==> config.mk <==
export PLATFORM = sky130hd
export DESIGN_NAME = mc_control_fsm_flat
export DESIGN_NICKNAME = d
export VERILOG_FILES = /design/src/rtl/mc_control_fsm_if.sv /design/src/rtl/mc_control_fsm.sv /design/src/flat_wrapper.sv
export SDC_FILE = /design/constraint.sdc
export NUM_CORES = 1
export LEC_CHECK = 0
export BUFFER_PORTS_ARGS = -buffer_cell sky130_fd_sc_hd__buf_2
export CAP_MARGIN = 20
export CORE_UTILIZATION = 46
export CTS_BUF_LIST = sky130_fd_sc_hd__clkbuf_8 sky130_fd_sc_hd__clkbuf_16
export DETAILED_ROUTE_END_ITERATION = 8
export GPL_ROUTABILITY_DRIVEN = 0
export GPL_TIMING_DRIVEN = 0
export PLACE_DENSITY = 0.78
export SETUP_SLACK_MARGIN = 0.02
export SYNTH_ARGS = -nofsm -noshare
export SYNTH_HDL_FRONTEND = slang
export SYNTH_SLANG_ARGS = --single-unit
==> constraint.sdc <==
create_clock -name clk -period 1.4 [get_ports clk]
set_input_delay 0.21 -clock clk [delete_from_list [all_inputs] [get_ports clk]]
set_output_delay 0.21 -clock clk [all_outputs]
set_load 0.005 [all_outputs]
==> src/rtl/mc_control_fsm_if.sv <==
// Control bundle between the multicycle control FSM and the RV32I datapath.
// The master side is the control unit; the slave side is the datapath
// (instruction register fields, ALU flag, memory handshake).
interface mc_control_fsm_if #(
    parameter int ALU_CTRL_WIDTH = 3
);
    // Instruction fields and datapath status
    logic [6:0]                op;
    logic [2:0]                funct3;
    logic                      funct7_5;
    logic                      EQ;
    logic                      mem_ready;

    // Control outputs towards the datapath
    logic                      PCWrite;
    logic                      AdrSrc;
    logic                      MemWrite;
    logic                      IRWrite;
    logic [1:0]                ResultSrc;
    logic [1:0]                ALUSrcA;
    logic [1:0]                ALUSrcB;
    logic                      RegWrite;
    logic [ALU_CTRL_WIDTH-1:0] ALUctrl;
    logic                      illegal_instr;

    modport master (
        input  op, funct3, funct7_5, EQ, mem_ready,
        output PCWrite, AdrSrc, MemWrite, IRWrite, ResultSrc,
               ALUSrcA, ALUSrcB, RegWrite, ALUctrl, illegal_instr
    );

    modport slave (
        output op, funct3, funct7_5, EQ, mem_ready,
        input  PCWrite, AdrSrc, MemWrite, IRWrite, ResultSrc,
               ALUSrcA, ALUSrcB, RegWrite, ALUctrl, illegal_instr
    );
endinterface

==> src/rtl/mc_control_fsm.sv <==
// Multicycle RV32I control unit. Moore FSM sequencing
// FETCH/DECODE/EXECUTE/MEM/WRITEBACK; ALUctrl in the execute states is
// additionally decoded from funct3/funct7_5. Write enables are gated by
// rst_n so nothing can be written while reset is asserted.
module mc_control_fsm #(
    parameter int ALU_CTRL_WIDTH = 3
) (
    input  logic             clk,
    input  logic             rst_n,
    mc_control_fsm_if.master bus
);

    typedef enum logic [3:0] {
        S_FETCH,
        S_DECODE,
        S_MEMADR,
        S_MEMREAD,
        S_MEMWB,
        S_MEMWRITE,
        S_EXECUTER,
        S_EXECUTEI,
        S_ALUWB,
        S_JAL,
        S_BEQ
    } state_t;

    localparam logic [6:0] OP_LOAD   = 7'b0000011;
    localparam logic [6:0] OP_STORE  = 7'b0100011;
    localparam logic [6:0] OP_RTYPE  = 7'b0110011;
    localparam logic [6:0] OP_ITYPE  = 7'b0010011;
    localparam logic [6:0] OP_JAL    = 7'b1101111;
    localparam logic [6:0] OP_BRANCH = 7'b1100011;

    localparam logic [ALU_CTRL_WIDTH-1:0] ALU_ADD = 3'b000;
    localparam logic [ALU_CTRL_WIDTH-1:0] ALU_SUB = 3'b001;
    localparam logic [ALU_CTRL_WIDTH-1:0] ALU_SLT = 3'b101;
    localparam logic [ALU_CTRL_WIDTH-1:0] ALU_OR  = 3'b011;
    localparam logic [ALU_CTRL_WIDTH-1:0] ALU_AND = 3'b010;

    // Mux select encodings
    localparam logic [1:0] SRCA_PC     = 2'b00;
    localparam logic [1:0] SRCA_OLDPC  = 2'b01;
    localparam logic [1:0] SRCA_RS1    = 2'b10;
    localparam logic [1:0] SRCB_RS2    = 2'b00;
    localparam logic [1:0] SRCB_IMM    = 2'b01;
    localparam logic [1:0] SRCB_FOUR   = 2'b10;
    localparam logic [1:0] RES_ALUOUT  = 2'b00;
    localparam logic [1:0] RES_MEMDATA = 2'b01;
    localparam logic [1:0] RES_ALURES  = 2'b10;

    state_t                    r_state;
    state_t                    w_next_state;
    logic                      r_illegal;
    logic                      w_illegal_set;

    logic [ALU_CTRL_WIDTH-1:0] w_funct_alu;
    logic                      w_funct_ok;

    logic                      w_pc_write;
    logic                      w_adr_src;
    logic                      w_mem_write;
    logic                      w_ir_write;
    logic [1:0]                w_result_src;
    logic [1:0]                w_alu_src_a;
    logic [1:0]                w_alu_src_b;
    logic                      w_reg_write;
    logic [ALU_CTRL_WIDTH-1:0] w_alu_ctrl;

    // State register; reset aborts any instruction in flight
    always_ff @(posedge clk or negedge rst_n) begin
        if (!rst_n) begin
            r_state <= S_FETCH;
        end else begin
            r_state <= w_next_state;
        end
    end

    // Registered illegal-instruction pulse, high the cycle after detection
    always_ff @(posedge clk or negedge rst_n) begin
        if (!rst_n) begin
            r_illegal <= 1'b0;
        end else begin
            r_illegal <= w_illegal_set;
        end
    end

    // funct3/funct7_5 to ALU code; funct7_5 selects sub only for R-type
    always_comb begin
        w_funct_alu = ALU_ADD;
        w_funct_ok  = 1'b1;
        case (bus.funct3)
            3'b000: begin
                if ((r_state == S_EXECUTER) && bus.funct7_5) begin
                    w_funct_alu = ALU_SUB;
                end
            end
            3'b010:  w_funct_alu = ALU_SLT;
            3'b110:  w_funct_alu = ALU_OR;
            3'b111:  w_funct_alu = ALU_AND;
            default: w_funct_ok  = 1'b0;
        endcase
    end

    // Next-state logic and Moore output decode
    always_comb begin
        w_next_state  = r_state;
        w_illegal_set = 1'b0;
        w_pc_write    = 1'b0;
        w_adr_src     = 1'b0;
        w_mem_write   = 1'b0;
        w_ir_write    = 1'b0;
        w_result_src  = RES_ALUOUT;
        w_alu_src_a   = SRCA_PC;
        w_alu_src_b   = SRCB_RS2;
        w_reg_write   = 1'b0;
        w_alu_ctrl    = ALU_ADD;

        case (r_state)
            S_FETCH: begin
                // PC+4 computed while the instruction is read
                w_adr_src    = 1'b0;
                w_alu_src_a  = SRCA_PC;
                w_alu_src_b  = SRCB_FOUR;
                w_result_src = RES_ALURES;
                w_ir_write   = bus.mem_ready;
                w_pc_write   = bus.mem_ready;
                if (bus.mem_ready) begin
                    w_next_state = S_DECODE;
                end
            end

            S_DECODE: begin
                // Branch target OldPC+imm lands in ALUOut for BEQ/JAL
                w_alu_src_a = SRCA_OLDPC;
                w_alu_src_b = SRCB_IMM;
                case (bus.op)
                    OP_LOAD, OP_STORE: w_next_state = S_MEMADR;
                    OP_RTYPE:          w_next_state = S_EXECUTER;
                    OP_ITYPE:          w_next_state = S_EXECUTEI;
                    OP_JAL:            w_next_state = S_JAL;
                    OP_BRANCH: begin
                        if (bus.funct3 == 3'b000) begin
                            w_next_state = S_BEQ;
                        end else begin
                            w_next_state  = S_FETCH;
                            w_illegal_set = 1'b1;
                        end
                    end
                    default: begin
                        w_next_state  = S_FETCH;
                        w_illegal_set = 1'b1;
                    end
                endcase
            end

            S_MEMADR: begin
                w_alu_src_a  = SRCA_RS1;
                w_alu_src_b  = SRCB_IMM;
                w_next_state = (bus.op == OP_STORE) ? S_MEMWRITE : S_MEMREAD;
            end

            S_MEMREAD: begin
                w_adr_src    = 1'b1;
                w_result_src = RES_ALUOUT;
                if (bus.mem_ready) begin
                    w_next_state = S_MEMWB;
                end
            end

            S_MEMWB: begin
                w_result_src = RES_MEMDATA;
                w_reg_write  = 1'b1;
                w_next_state = S_FETCH;
            end

            S_MEMWRITE: begin
                // Strobe held until the memory acknowledges the store
                w_adr_src    = 1'b1;
                w_result_src = RES_ALUOUT;
                w_mem_write  = 1'b1;
                if (bus.mem_ready) begin
                    w_next_state = S_FETCH;
                end
            end

            S_EXECUTER, S_EXECUTEI: begin
                w_alu_src_a = SRCA_RS1;
                w_alu_src_b = (r_state == S_EXECUTER) ? SRCB_RS2 : SRCB_IMM;
                w_alu_ctrl  = w_funct_alu;
                if (w_funct_ok) begin
                    w_next_state = S_ALUWB;
                end else begin
                    // Unsupported funct3 skips writeback entirely
                    w_next_state  = S_FETCH;
                    w_illegal_set = 1'b1;
                end
            end

            S_ALUWB: begin
                w_result_src = RES_ALUOUT;
                w_reg_write  = 1'b1;
                w_next_state = S_FETCH;
            end

            S_JAL: begin
                // PC <- target from ALUOut; ALU forms OldPC+4 for rd
                w_alu_src_a  = SRCA_OLDPC;
                w_alu_src_b  = SRCB_FOUR;
                w_result_src = RES_ALUOUT;
                w_pc_write   = 1'b1;
                w_next_state = S_ALUWB;
            end

            S_BEQ: begin
                w_alu_src_a  = SRCA_RS1;
                w_alu_src_b  = SRCB_RS2;
                w_alu_ctrl   = ALU_SUB;
                w_result_src = RES_ALUOUT;
                w_pc_write   = bus.EQ;
                w_next_state = S_FETCH;
            end

            default: begin
                w_next_state = S_FETCH;
            end
        endcase
    end

    // Write enables are forced low for as long as reset is held
    assign bus.PCWrite       = w_pc_write  & rst_n;
    assign bus.IRWrite       = w_ir_write  & rst_n;
    assign bus.MemWrite      = w_mem_write & rst_n;
    assign bus.RegWrite      = w_reg_write & rst_n;
    assign bus.AdrSrc        = w_adr_src;
    assign bus.ResultSrc     = w_result_src;
    assign bus.ALUSrcA       = w_alu_src_a;
    assign bus.ALUSrcB       = w_alu_src_b;
    assign bus.ALUctrl       = w_alu_ctrl;
    assign bus.illegal_instr = r_illegal;

endmodule
==> src/flat_wrapper.sv <==
// flat-port wrapper written by rule: the top's interface ports become plain ports
module mc_control_fsm_flat 
#(
    parameter int ALU_CTRL_WIDTH = 3
)
  (clk, rst_n, bus_op, bus_funct3, bus_funct7_5, bus_EQ, bus_mem_ready, bus_PCWrite, bus_AdrSrc, bus_MemWrite, bus_IRWrite, bus_ResultSrc, bus_ALUSrcA, bus_ALUSrcB, bus_RegWrite, bus_ALUctrl, bus_illegal_instr);
  mc_control_fsm_if #(.ALU_CTRL_WIDTH(ALU_CTRL_WIDTH)) bus_i ();
  input  logic clk;
  input  logic rst_n;
  input wire logic [$bits(bus_i.op)-1:0] bus_op;
  input wire logic [$bits(bus_i.funct3)-1:0] bus_funct3;
  input wire logic [$bits(bus_i.funct7_5)-1:0] bus_funct7_5;
  input wire logic [$bits(bus_i.EQ)-1:0] bus_EQ;
  input wire logic [$bits(bus_i.mem_ready)-1:0] bus_mem_ready;
  output wire logic [$bits(bus_i.PCWrite)-1:0] bus_PCWrite;
  output wire logic [$bits(bus_i.AdrSrc)-1:0] bus_AdrSrc;
  output wire logic [$bits(bus_i.MemWrite)-1:0] bus_MemWrite;
  output wire logic [$bits(bus_i.IRWrite)-1:0] bus_IRWrite;
  output wire logic [$bits(bus_i.ResultSrc)-1:0] bus_ResultSrc;
  output wire logic [$bits(bus_i.ALUSrcA)-1:0] bus_ALUSrcA;
  output wire logic [$bits(bus_i.ALUSrcB)-1:0] bus_ALUSrcB;
  output wire logic [$bits(bus_i.RegWrite)-1:0] bus_RegWrite;
  output wire logic [$bits(bus_i.ALUctrl)-1:0] bus_ALUctrl;
  output wire logic [$bits(bus_i.illegal_instr)-1:0] bus_illegal_instr;
  assign bus_i.op = bus_op;
  assign bus_i.funct3 = bus_funct3;
  assign bus_i.funct7_5 = bus_funct7_5;
  assign bus_i.EQ = bus_EQ;
  assign bus_i.mem_ready = bus_mem_ready;
  assign bus_PCWrite = bus_i.PCWrite;
  assign bus_AdrSrc = bus_i.AdrSrc;
  assign bus_MemWrite = bus_i.MemWrite;
  assign bus_IRWrite = bus_i.IRWrite;
  assign bus_ResultSrc = bus_i.ResultSrc;
  assign bus_ALUSrcA = bus_i.ALUSrcA;
  assign bus_ALUSrcB = bus_i.ALUSrcB;
  assign bus_RegWrite = bus_i.RegWrite;
  assign bus_ALUctrl = bus_i.ALUctrl;
  assign bus_illegal_instr = bus_i.illegal_instr;
  mc_control_fsm #(.ALU_CTRL_WIDTH(ALU_CTRL_WIDTH)) u_core (.clk(clk), .rst_n(rst_n), .bus(bus_i));
endmodule
[Word-level counts from Yosys, hierarchy flattened]
Cells that the tools add are included.
Operators by class
  equality and inequality tests: 22
  multiplexer cells: 25
  bitwise logic cells: 4
  reductions and logical operators: 14
Operator list (number)
  4-bit one-hot mux with 7 select lines: 1
  4-bit two-way mux: 5
  4-bit one-hot mux with 5 select lines: 1
  4-bit by 3-bit == test with 1-bit output, second input constant: 4
  7-bit by 6-bit == test with 1-bit output, second input constant: 2
  7-bit == test, second input constant: 2
  2-bit OR reduction: 7
  4-bit == test, second input constant: 3
  3-bit one-hot mux with 4 select lines: 1
  1-bit two-way mux: 9
  4-bit by 2-bit == test with 1-bit output, second input constant: 2
  2-bit one-hot mux with 2 select lines: 2
  4-bit OR reduction: 2
  7-bit by 2-bit == test with 1-bit output, second input constant: 1
  7-bit by 5-bit == test with 1-bit output, second input constant: 1
  3-bit == test, second input constant: 2
  2-bit != test, second input constant: 3
  2-bit one-hot mux with 3 select lines: 1
  3-bit one-hot mux with 2 select lines: 1
  5-bit OR reduction: 1
  1-bit bitwise AND: 4
  4-bit by 1-bit == test with 1-bit output, second input constant: 1
  4-bit logical NOT: 1
  1-bit one-hot mux with 2 select lines: 2
  6 further kinds: 6
Word-level totals
  flip-flop bits (word level): 5
  input port bits: 15
  output and inout bits: 15
  word-level logic and storage cells: 67

[Longest topological paths before layout]
  word-level depth: 5
  gate-level depth with buffers: 5
  depth with buffers taken out: 4

[Worst setup path after synthesis]
OpenSTA, ideal clock, no wires.
  path kind: register to output
  start point: register u_core.r_state[1]
  end point: output bus_IRWrite
  arrival: 1.057 ns
  data required time: 1.190 ns
  slack: 0.133 ns
  cell stages (with the launch flop): 6
  buffers on the path: 2
  path through: dfrtp_1 -> clkbuf_8 -> buf_2 -> nor2_1 -> nand2_1 -> nor4_1
On the way
  word-level cells in the longest chain between the ends: 3
Ends and longest elaborated chain
  start: declaration: RTL line mc_control_fsm.sv:51  | state_t r_state;
  start signal: assignment: RTL line mc_control_fsm.sv:74  | r_state <= w_next_state;
  4-bit logical NOT: RTL line mc_control_fsm.sv:118  | case (r_state)
  1-bit two-way mux: RTL line mc_control_fsm.sv:118
  1-bit bitwise AND: RTL line mc_control_fsm.sv:231  | assign bus.IRWrite = w_ir_write & rst_n;
  end: declaration: RTL line flat_wrapper.sv:18  | output wire logic [$bits(bus_i.IRWrite)-1:0] bus_IRWrite;
Every way passes these cells.

[Final worst setup path]
  start point: register u_core.r_state[3]
  end point: output bus_PCWrite
On the way
  word-level cells in the longest chain between the ends: 3
  elaborated cells between the ends (all ways): 5
  those cells by class: eq/ne (2); mux (1); bitwise (1); reduce/logical (1)
Ends and longest elaborated chain
  4-bit == test / 4-bit logical NOT (equally long branches): RTL line mc_control_fsm.sv:118
  1-bit one-hot mux with 3 select lines (*): RTL line mc_control_fsm.sv:118
  1-bit bitwise AND (*): RTL line mc_control_fsm.sv:230  | assign bus.PCWrite = w_pc_write & rst_n;
  end: declaration: RTL line flat_wrapper.sv:15  | output wire logic [$bits(bus_i.PCWrite)-1:0] bus_PCWrite;
Mark *: on every way between the ends. The rest lies on a longest branch, timed or not.

==> metrics.yaml <==
drt:
  antenna_left: 0
  drt-total-wl_um: 2550
  dr_wl_met2_um: 1300
  routed.top_layer: "met4"
  wl_per_cell_um: 16.2
  drt-pass1-iter-count: 4
  vias_per_cell: 6.04
  via_count: 949
  wl_met3_um: 183
  first_iter_violations: 49
  drc: 0
  wl_met1_um: 1030
critical_path:
  startpoint_type: "register"
  critical_path_buf_inv_count: 2
  path_delay_family: "flip-flops"
  crit_fanout: 10
  max_stage_delay_ns: 0.46
  worstReg2RegStart: "u_core.r_state[0]$_DFFE_PN0P_"
  cp-startpoint: "u_core.r_state[3]$_DFFE_PN0P_"
  slowest_stage: "dfrtp_2"
  critPathArrivalTime_ns: 1.44
  crit_chain: "buf_8 > nand2_1 > o21ai_0 > and4bb_2 > buf_2"
  setup.worst_path.class: "reg2out"
  required_ns: 1.19
  worstSetupEndpointType: "primary output"
synthesis:
  async_flop_share_pct: 100
  synth_top_cells_by_count: "8 x a21oi_1, 8 x nor2_1, 6 x nand2_1"
  syn_nets: 104
  ys_types: 40
  synthTopCellsByArea: "dfrtp_1 18%, clkbuf_8 5.9%, a21oi_1 5.7%"
  netlist_area_um2: 702
  synth_cells: 89
  yosysTopAreaCell: "dfrtp_1"
  synth_edf_count: 0
  syn_avg_cell_area_um2: 7.89
  ys_warn_count: 0
  yosysSeqAreaShare_pct: 17.8
  ys.flop_type: "dfrtp_1"
  synth-seq-cells: 5
  synth_top_area_share_pct: 17.8
global_route:
  grt_pass1_wl_um: 3300
  grt_max_degree: 11
  grt_util_all_layers_pct: 30.7
  overflow: 0
  grt_pass1_vias: 774
  antenna_found_initial: 0
power:
  peakVddDrop_uv: 892
  leakage_nw: 0.541
  total_power_w: 0.000612
  power_per_cell_area_nw_per_um2: 515
die:
  initial_core_util_pct: 51.4
  row_count: 13
  core_area_um2: 1370
  die_h_um: 41.1
  dieArea_um2: 1690
  die_x_um: 41.1
  pin_count: 30
timing:
  fin_skew_ns: 0.000105
  setup_viol: 16
  final_hold_viol_count: 0
  setup_ws_ns: -0.254
  fin_setup_tns_ns: -1.86
  period_share_pct: 118
  drv_slew: 0
  tightest_slew_ns: 0.327
  holdWs_ns: 0.356
  max_freq_mhz: 604
  max_slew_margin_pct: 78.1
  period_minus_slack_ns: 1.65
  rsz0062_at_grt: "yes"
hold_path:
  holdCritPathClass: "in2reg"
  worstHoldStart: "bus_op[6]"
clock_tree:
  cts_buffers: 3
  clock-sinks: 5
  worst_skew_pair.late_latency_ns: 0.21
  clk_pin_slew_ns: 0.03
  cts.root.buffer_cell: "clkbuf_8"
  cts_tree: "built"
  htreeDepth: 1
  clk_path_buf_depth: 2
status:
  status: "complete, but fails checks"
  failed_checks: "negative setup slack"
place:
  dp_hpwl_um: 1400
  port_buffers: 29
  place_area_um2: 866
job:
  drv_cap: 0
cells_and_area:
  n_antenna_cell: 0
  nFillCells: 72
  area_delta_synth_final_pct: 69.2
  final_area_um2: 1190
  multi_input_area_um2: 621
  nNetsFinal: 158
  ff_latch_area_um2: 129
  drive_above_1_share_pct: 62.0
tightest hold or removal path: cells and delay by family:
kind	cells	cell delay (ns)
AO/OA/AOI/OAI	1	0.10
buffers and inverters	1	0.13
AND/OR/NAND/NOR	1	0.08
power by group:
group          leakage, nW  internal (W)  switching [W]
clock               0.0269      0.000187      0.0000614
sequential          0.0618      0.000151     0.00000732
combinational        0.452      0.000103       0.000101
total                0.541      0.000441       0.000170
cells by family (layout without fill, tap and decap cells):
| family | Yosys count | after routing | share of synthesized area (%) |
|---|---|---|---|
| xor gates and xnor gates | 3 | 3 | 3.74 |
| and+or+nand+nor | 51 | 51 | 46.2 |
| AOI/OAI and AO/OA | 23 | 23 | 23.9 |
| DFF | 5 | 5 | 17.8 |
| buffers and inverters | 7 | 60 | 8.38 |
per-layer routing:
metal | GRT usage [%] | vias up
li1 | - | 441
met1 | 33.6 | 444
met2 | 52.0 | 56
met3 | 9.24 | 8
met4 | 17.5 | 0
met5 | 0 | -
sequential cells by signal, indices dropped and copies added, names as in the netlist:
signal,flops
u_core.bus.illegal_instr,1
u_core.r_state,4
layout make-up:
cell class	instances	share of cell area (%)
buffer	5	5.58
clock inverter	1	0.316
timing repair buffer	49	25.3
clock buffer	3	3.48
inverter	2	0.632
multi-input combinational	77	52.3
sequential	5	10.9
tap	15	1.58
placed cells by master, fill, tap and decap left out, types with 2 or more instances in the layout:
cell type  count
buf_2         30
buf_4         15
nor3_2         6
nor2_1         6
nand2_1        6
a21oi_1        6
clkbuf_8       4
buf_6          4
nand2b_1       4
nand3_1        4
inv_1          3
nor2b_1        3
a32oi_1        3
dfrtp_2        3
buf_8          2
and2b_2        2
nor2_4         2
a21oi_2        2
o2111ai_1      2
nor3b_2        2
nand4_1        2
dfrtp_1        2
stage by stage:
step | util [%] | cells | setup WS (ns)
6_report | 86.9 | 157 | -0.254
2_1_floorplan | - | 89 | 0.133
3_3_place_gp | 63.4 | 133 | -0.00105
3_5_place_dp | 63.4 | 133 | -0.0223
4_1_cts | 79.3 | 152 | -0.184
5_1_grt | 86.9 | 157 | -0.309
repair_timing:
action | in CTS | in global routing
pin swaps | 6 | 13
buffers inserted | 13 | 5
endpoints found under the hold margin | 5 | 0
gates resized for setup | 15 | 16
setup endpoints to repair | 15 | 18
hold buffers | 1 | 0
cloned | 1 | 0
path summary, 6_finish.rpt:
check,end,slack [ns],cells after the start
max in group asynchronous,u_core.r_state[3]$_DFFE_PN0P_,0.78,2
worst min register to register,u_core.r_state[0]$_DFFE_PN0P_,0.72,2
worst max register to register,u_core.r_state[2]$_DFFE_PN0P_,-0.14,6
worst min-delay path,u_core.r_state[1]$_DFFE_PN0P_,0.36,3
worst max-delay path,bus_PCWrite,-0.25,5
min in group asynchronous,u_core.bus.illegal_instr$_DFF_PN0_,0.42,2
No activity file was read; power rests on OpenSTA's default activity.
